**config.mk**
```make
export PLATFORM = sky130hd
export DESIGN_NAME = vga_timing_gen
export DESIGN_NICKNAME = d
export VERILOG_FILES = /design/src/rtl/vga_timing_gen.sv
export SDC_FILE = /design/constraint.sdc
export NUM_CORES = 1
export LEC_CHECK = 0
export CAP_MARGIN = 20
export CORE_ASPECT_RATIO = 2
export CORE_MARGIN = 2
export CORE_UTILIZATION = 25
export CTS_CLUSTER_DIAMETER = 150
export CTS_CLUSTER_SIZE = 40
export DETAILED_ROUTE_END_ITERATION = 10
export PLACE_DENSITY = 0.43
export SYNTH_ARGS = -nofsm -noshare
export SYNTH_HDL_FRONTEND = slang
export SYNTH_SLANG_ARGS = --single-unit
```
**constraint.sdc**
```tcl
create_clock -name clk -period 13.5 [get_ports clk]
set_input_delay 2.025 -clock clk [delete_from_list [all_inputs] [get_ports clk]]
set_output_delay 2.025 -clock clk [all_outputs]
set_load 0.01 [all_outputs]
```
**src/rtl/vga_timing_gen.sv**
```systemverilog
// Raster timing generator with a runtime-loadable timing set. Loads are
// validated into a shadow set that is applied only on the last pixel of a frame.
module vga_timing_gen #(
  parameter int   CNT_W         = 11,
  parameter int   H_TOTAL       = 1650,
  parameter int   H_BLANK_START = 1280,
  parameter int   H_BLANK_TIME  = 370,
  parameter int   H_SYNC_START  = 1390,
  parameter int   H_SYNC_TIME   = 40,
  parameter int   V_TOTAL       = 750,
  parameter int   V_BLANK_START = 720,
  parameter int   V_BLANK_TIME  = 30,
  parameter int   V_SYNC_START  = 725,
  parameter int   V_SYNC_TIME   = 5,
  parameter logic HSYNC_POL     = 1'b1,
  parameter logic VSYNC_POL     = 1'b1
) (
  input  logic             clk,
  input  logic             rst_n,
  input  logic             en,
  input  logic             cfg_load,
  input  logic [CNT_W-1:0] cfg_h_total,
  input  logic [CNT_W-1:0] cfg_h_blank_start,
  input  logic [CNT_W-1:0] cfg_h_blank_time,
  input  logic [CNT_W-1:0] cfg_h_sync_start,
  input  logic [CNT_W-1:0] cfg_h_sync_time,
  input  logic [CNT_W-1:0] cfg_v_total,
  input  logic [CNT_W-1:0] cfg_v_blank_start,
  input  logic [CNT_W-1:0] cfg_v_blank_time,
  input  logic [CNT_W-1:0] cfg_v_sync_start,
  input  logic [CNT_W-1:0] cfg_v_sync_time,
  input  logic             cfg_hpol,
  input  logic             cfg_vpol,
  output logic             cfg_pending,
  output logic             cfg_err,
  output logic [CNT_W-1:0] hcount,
  output logic [CNT_W-1:0] vcount,
  output logic             hblnk,
  output logic             vblnk,
  output logic             hsync,
  output logic             vsync,
  output logic             frame_start
);

  typedef struct packed {
    logic [CNT_W-1:0] h_total;
    logic [CNT_W-1:0] h_bs;
    logic [CNT_W-1:0] h_bt;
    logic [CNT_W-1:0] h_ss;
    logic [CNT_W-1:0] h_st;
    logic [CNT_W-1:0] v_total;
    logic [CNT_W-1:0] v_bs;
    logic [CNT_W-1:0] v_bt;
    logic [CNT_W-1:0] v_ss;
    logic [CNT_W-1:0] v_st;
    logic             hpol;
    logic             vpol;
  } timing_t;

  localparam timing_t DEFAULT_SET = '{
    h_total: CNT_W'(H_TOTAL),      h_bs: CNT_W'(H_BLANK_START),
    h_bt:    CNT_W'(H_BLANK_TIME), h_ss: CNT_W'(H_SYNC_START),
    h_st:    CNT_W'(H_SYNC_TIME),
    v_total: CNT_W'(V_TOTAL),      v_bs: CNT_W'(V_BLANK_START),
    v_bt:    CNT_W'(V_BLANK_TIME), v_ss: CNT_W'(V_SYNC_START),
    v_st:    CNT_W'(V_SYNC_TIME),
    hpol:    HSYNC_POL,            vpol: VSYNC_POL
  };

  // Window ends are formed one bit wider so start+len cannot wrap.
  function automatic logic in_win(input logic [CNT_W-1:0] v,
                                  input logic [CNT_W-1:0] start,
                                  input logic [CNT_W-1:0] len);
    logic [CNT_W:0] stop;
    stop = {1'b0, start} + {1'b0, len};
    return (v >= start) && ({1'b0, v} < stop);
  endfunction

  function automatic logic axis_ok(input logic [CNT_W-1:0] total,
                                   input logic [CNT_W-1:0] bs,
                                   input logic [CNT_W-1:0] bt,
                                   input logic [CNT_W-1:0] ss,
                                   input logic [CNT_W-1:0] st);
    logic [CNT_W:0] b_end;
    logic [CNT_W:0] s_end;
    b_end = {1'b0, bs} + {1'b0, bt};
    s_end = {1'b0, ss} + {1'b0, st};
    return (total >= CNT_W'(2)) && (bt != '0) && (st != '0) &&
           (b_end <= {1'b0, total}) && (bs <= ss) && (s_end <= b_end);
  endfunction

  timing_t          act_q, act_d;
  timing_t          shd_q, shd_d;
  timing_t          cfg_in;
  logic             pending_q, pending_d;
  logic             err_q, err_d;
  logic [CNT_W-1:0] hcount_q, hcount_d;
  logic [CNT_W-1:0] vcount_q, vcount_d;
  logic             hblnk_q, hblnk_d;
  logic             vblnk_q, vblnk_d;
  logic             hsync_q, hsync_d;
  logic             vsync_q, vsync_d;
  logic             load_ok;
  logic             h_last;
  logic             v_last;
  logic             apply;

  always_comb begin
    cfg_in = '{
      h_total: cfg_h_total, h_bs: cfg_h_blank_start, h_bt: cfg_h_blank_time,
      h_ss: cfg_h_sync_start, h_st: cfg_h_sync_time,
      v_total: cfg_v_total, v_bs: cfg_v_blank_start, v_bt: cfg_v_blank_time,
      v_ss: cfg_v_sync_start, v_st: cfg_v_sync_time,
      hpol: cfg_hpol, vpol: cfg_vpol
    };
    load_ok = axis_ok(cfg_h_total, cfg_h_blank_start, cfg_h_blank_time,
                      cfg_h_sync_start, cfg_h_sync_time) &&
              axis_ok(cfg_v_total, cfg_v_blank_start, cfg_v_blank_time,
                      cfg_v_sync_start, cfg_v_sync_time);

    h_last = (hcount_q == act_q.h_total - CNT_W'(1));
    v_last = (vcount_q == act_q.v_total - CNT_W'(1));
    apply  = en && pending_q && h_last && v_last;

    act_d     = act_q;
    shd_d     = shd_q;
    pending_d = pending_q;
    err_d     = cfg_load && !load_ok;
    hcount_d  = hcount_q;
    vcount_d  = vcount_q;
    hblnk_d   = hblnk_q;
    vblnk_d   = vblnk_q;
    hsync_d   = hsync_q;
    vsync_d   = vsync_q;

    if (en) begin
      if (apply) begin
        act_d     = shd_q;
        pending_d = 1'b0;
      end
      if (h_last) begin
        hcount_d = '0;
        vcount_d = v_last ? '0 : vcount_q + CNT_W'(1);
      end else begin
        hcount_d = hcount_q + CNT_W'(1);
      end
      // Strobes are derived from the next counts and next set so they
      // land in the same register stage as the counters.
      hblnk_d = in_win(hcount_d, act_d.h_bs, act_d.h_bt);
      vblnk_d = in_win(vcount_d, act_d.v_bs, act_d.v_bt);
      hsync_d = in_win(hcount_d, act_d.h_ss, act_d.h_st) ? act_d.hpol : ~act_d.hpol;
      vsync_d = in_win(vcount_d, act_d.v_ss, act_d.v_st) ? act_d.vpol : ~act_d.vpol;
    end

    // A load in the apply cycle lands in the shadow after the copy above.
    if (cfg_load && load_ok) begin
      shd_d     = cfg_in;
      pending_d = 1'b1;
    end
  end

  always_ff @(posedge clk or negedge rst_n) begin
    if (!rst_n) begin
      act_q     <= DEFAULT_SET;
      shd_q     <= '0;
      pending_q <= 1'b0;
      err_q     <= 1'b0;
      hcount_q  <= '0;
      vcount_q  <= '0;
      hblnk_q   <= 1'b0;
      vblnk_q   <= 1'b0;
      hsync_q   <= ~HSYNC_POL;
      vsync_q   <= ~VSYNC_POL;
    end else begin
      act_q     <= act_d;
      shd_q     <= shd_d;
      pending_q <= pending_d;
      err_q     <= err_d;
      hcount_q  <= hcount_d;
      vcount_q  <= vcount_d;
      hblnk_q   <= hblnk_d;
      vblnk_q   <= vblnk_d;
      hsync_q   <= hsync_d;
      vsync_q   <= vsync_d;
    end
  end

  assign cfg_pending = pending_q;
  assign cfg_err     = err_q;
  assign hcount      = hcount_q;
  assign vcount      = vcount_q;
  assign hblnk       = hblnk_q;
  assign vblnk       = vblnk_q;
  assign hsync       = hsync_q;
  assign vsync       = vsync_q;
  assign frame_start = en && (hcount_q == '0) && (vcount_q == '0);

endmodule

```
==> impl_metrics.tcl <==
set metrics [dict create \
    status "complete, no violations" \
    row_count 140 \
    gp_congestion 0.853 \
    critPathMaxFanout 58 \
    synth_area_leaders "dfrtp_1 (28%), ha_1 (17%), nand2_1 (9.0%), mux2_2 (8.0%), dfstp_2 (6.7%)" \
    slowest_delay_ns 0.72 \
    core_um2 72900 \
    ys_async_sr_fraction 1.00 \
    finalHoldViolCount 0 \
    setup-violations-final 0 \
    reg2reg_depth 26 \
    grt_pass1_wl_mm 90.2 \
    initial_core_util 0.253 \
    worstReg2RegEnd "vsync$_DFFE_PN0P_" \
    fin_crit_ns 8.27 \
    cts_setup_buffers 0 \
    antenna_found_initial 1 \
    totalWireLength_mm 59.1 \
    cp-start-kind "input port" \
    mostFrequentLayoutCells "nand2_1 (444), ha_1 (244), dfrtp_1 (205), inv_1 (165), clkdlybuf4s50_1 (142)" \
    drt_drc_violations_left 0 \
    drive_above_1_share 0.107 \
    slew_viol_final 0 \
    ys_types 80 \
    drtIter0Drc 638 \
    grt_pass1_vias 15000 \
    cp_data_required_time_ns 13.92 \
    crit_type "in2reg" \
    cp-end-kind "flop" \
    cts_sinks 252 \
    p_leak_nw 10.6 \
    rsz0062_at_grt "false" \
    diodes 0 \
    worstPathCellList "clkdlybuf4s50_1 > ha_1 > fa_1 > a21oi_1 > nor2_1 > nor2_1 > o21bai_1 > a21oi_1 > o21bai_1 > a21oi_1 > o21bai_1 > a21oi_1 > xor2_1 > ha_1 > nand4_1 > inv_1 > a221oi_1 > o221ai_1 > or4_1 > nor4_4 > buf_4 > buf_4 > mux2_2" \
    synth_warnings 0 \
    max_freq_ghz 0.121 \
    crit_path_top_delay_cell "buf_4" \
    fill_cells 7861 \
    r2r-start "act_q[101]$_DFFE_PN0P_" \
    area_delta_synth_final_pct 15.4 \
    vdd_ir_drop_max_uv 79.2 \
    tritoncts "yes" \
    grt_overflow 0 \
    synth_nets 2394 \
    crit_end "shd_q[13]$_DFFE_PN0P_" \
    synthFlopType "dfrtp_1" \
    dieArea_um2 76000 \
    via_count 14600 \
    syn_inst 2028 \
    hpwl_mm 48.3 \
    synth_edf_count 0 \
    path_clk_slew_ns 0.16 \
    seq_area_frac_synth 0.345 \
    drt_pass1_iterations 4 \
    hold_slack_ns 0.456 \
    die_h_um 388 \
    antenna_left 0 \
    clock_skew_ns 0.0505 \
    cts_hold_buf 0 \
    setup_tns_ns 0 \
    syn_avg_cell_area_um2 9.09 \
    wl_per_cell_um 19.2 \
    vias_per_cell 4.74 \
    grt_util_all_layers 0.155 \
    p_per_area_nw_per_um2 110 \
    cts_root_buffer "clkbuf_16" \
    io_pins 145 \
    htree_num_levels 1 \
    ys_ff_latch 252 \
    worst_slew_pin_slew_ns 1.06 \
    nNetsFinal 2512 \
    crit_top_cell "a21oi_1" \
    cp.arrival_ns 8.70 \
    drv_cap 0 \
    timing.final.crit_share 0.613 \
    max-clock-path-buffers 3 \
    rrSetupSlack_ns 5.88 \
    hold_path.class "reg2reg" \
    post_cts_resize_count 0 \
    synth_top_cell_by_area "dfrtp_1" \
    slew_headroom 0.296 \
    grt_max_degree 170 \
    startpoint "cfg_v_blank_start[0]" \
    io_buffers 144 \
    chipWidth_um 196 \
    final_common_cell "nand2_1" \
    netlist_area_um2 18400 \
    cts_buffers 10 \
    yosys.area.top_type_share 0.278 \
    p_total_w 0.00234 \
    clk_latency_ns 0.53 \
]
cell type report:
cell class / instances / area (µm²) / area share
repair buffers: 159 / 1570 / 0.0738
clock buffers: 15 / 290 / 0.0137
well taps: 923 / 1150 / 0.0543
multi-input cells: 1558 / 11200 / 0.528
clock inverters: 1 / 30.0 / 0.00141
inverters: 165 / 619 / 0.0291
flip-flops and latches: 252 / 6360 / 0.299
layer usage:
metal	up-vias	global-route usage	wire length [µm]
met5	-	0	15
met4	2	0.0573	2130
met3	67	0.0153	1690
met2	242	0.268	28600
met1	7053	0.198	26600
li1	7210	-	-
flip-flops by register name, indices dropped and copies added (netlist names):
name,count
hsync,1
shd_q,112
cfg_pending,1
vsync,1
act_q,112
hcount,11
vblnk,1
hblnk,1
cfg_err,1
vcount,11
cells by family after synthesis:
| kind of cell | Yosys count | share of synthesized area |
|---|---|---|
| buffers and inverters | 218 | 0.0457 |
| multiplexers | 138 | 0.0848 |
| adder cells (fa/ha/maj) | 254 | 0.174 |
| XOR/XNOR | 128 | 0.0608 |
| AND/OR/NAND/NOR | 714 | 0.175 |
| flip-flops | 252 | 0.345 |
| AO/OA/AOI/OAI | 324 | 0.115 |
cell usage after synthesis (all sizes together), types with 31 or more instances:
| library cell | number |
|---|---|
| nand2 | 444 |
| ha | 244 |
| dfrtp | 205 |
| inv | 165 |
| mux2 | 132 |
| a21oi | 102 |
| xnor2 | 78 |
| nor2 | 69 |
| o21ai | 57 |
| xor2 | 50 |
| dfstp | 47 |
| nand4 | 40 |
| a21o | 38 |
| o21a | 37 |
| clkbuf | 35 |
| nand3 | 31 |
worst min path at each step:
stage / start / endpoint / slack [ns] / cells after the start
after floorplan: act_q[10]$_DFFE_PN0P_ / act_q[10]$_DFFE_PN0P_ / 0.43 / 2
after global placement: act_q[38]$_DFFE_PN0P_ / act_q[38]$_DFFE_PN0P_ / 0.44 / 2
after detailed placement: act_q[31]$_DFFE_PN0P_ / act_q[31]$_DFFE_PN0P_ / 0.45 / 2
after CTS: shd_q[59]$_DFFE_PN0P_ / act_q[59]$_DFFE_PN0P_ / 0.46 / 2
after global routing: shd_q[68]$_DFFE_PN0P_ / act_q[68]$_DFFE_PN0P_ / 0.50 / 2
final: shd_q[59]$_DFFE_PN0P_ / act_q[59]$_DFFE_PN0P_ / 0.46 / 2
worst max-delay path, delay by kind of cell:
family / cells / cell delay (ns)
xor+xnor: 1 / 0.20
fa+ha+maj: 3 / 0.94
mux: 1 / 0.42
compound gates: 9 / 1.91
simple gates: 5 / 1.19
buf+inv: 4 / 1.90
power by group:
part / leakage (nW) / switching, W / internal, W
clock network: 0.152 / 0.000257 / 0.000157
registers: 3.18 / 0.000147 / 0.000933
logic: 7.25 / 0.000410 / 0.000432
total: 10.6 / 0.000815 / 0.00152
stage by stage:
stage	setup slack, ns	utilization	cell area, µm²	cells
after floorplan	6.59	-	18400	2028
after CTS	5.19	0.292	21300	3073
after detailed placement	4.65	0.287	20900	3057
final	5.23	0.292	21300	3073
after global placement	4.39	0.287	20900	3056
after global routing	4.82	0.292	21300	3073
(Power assumes the default switching activity.)
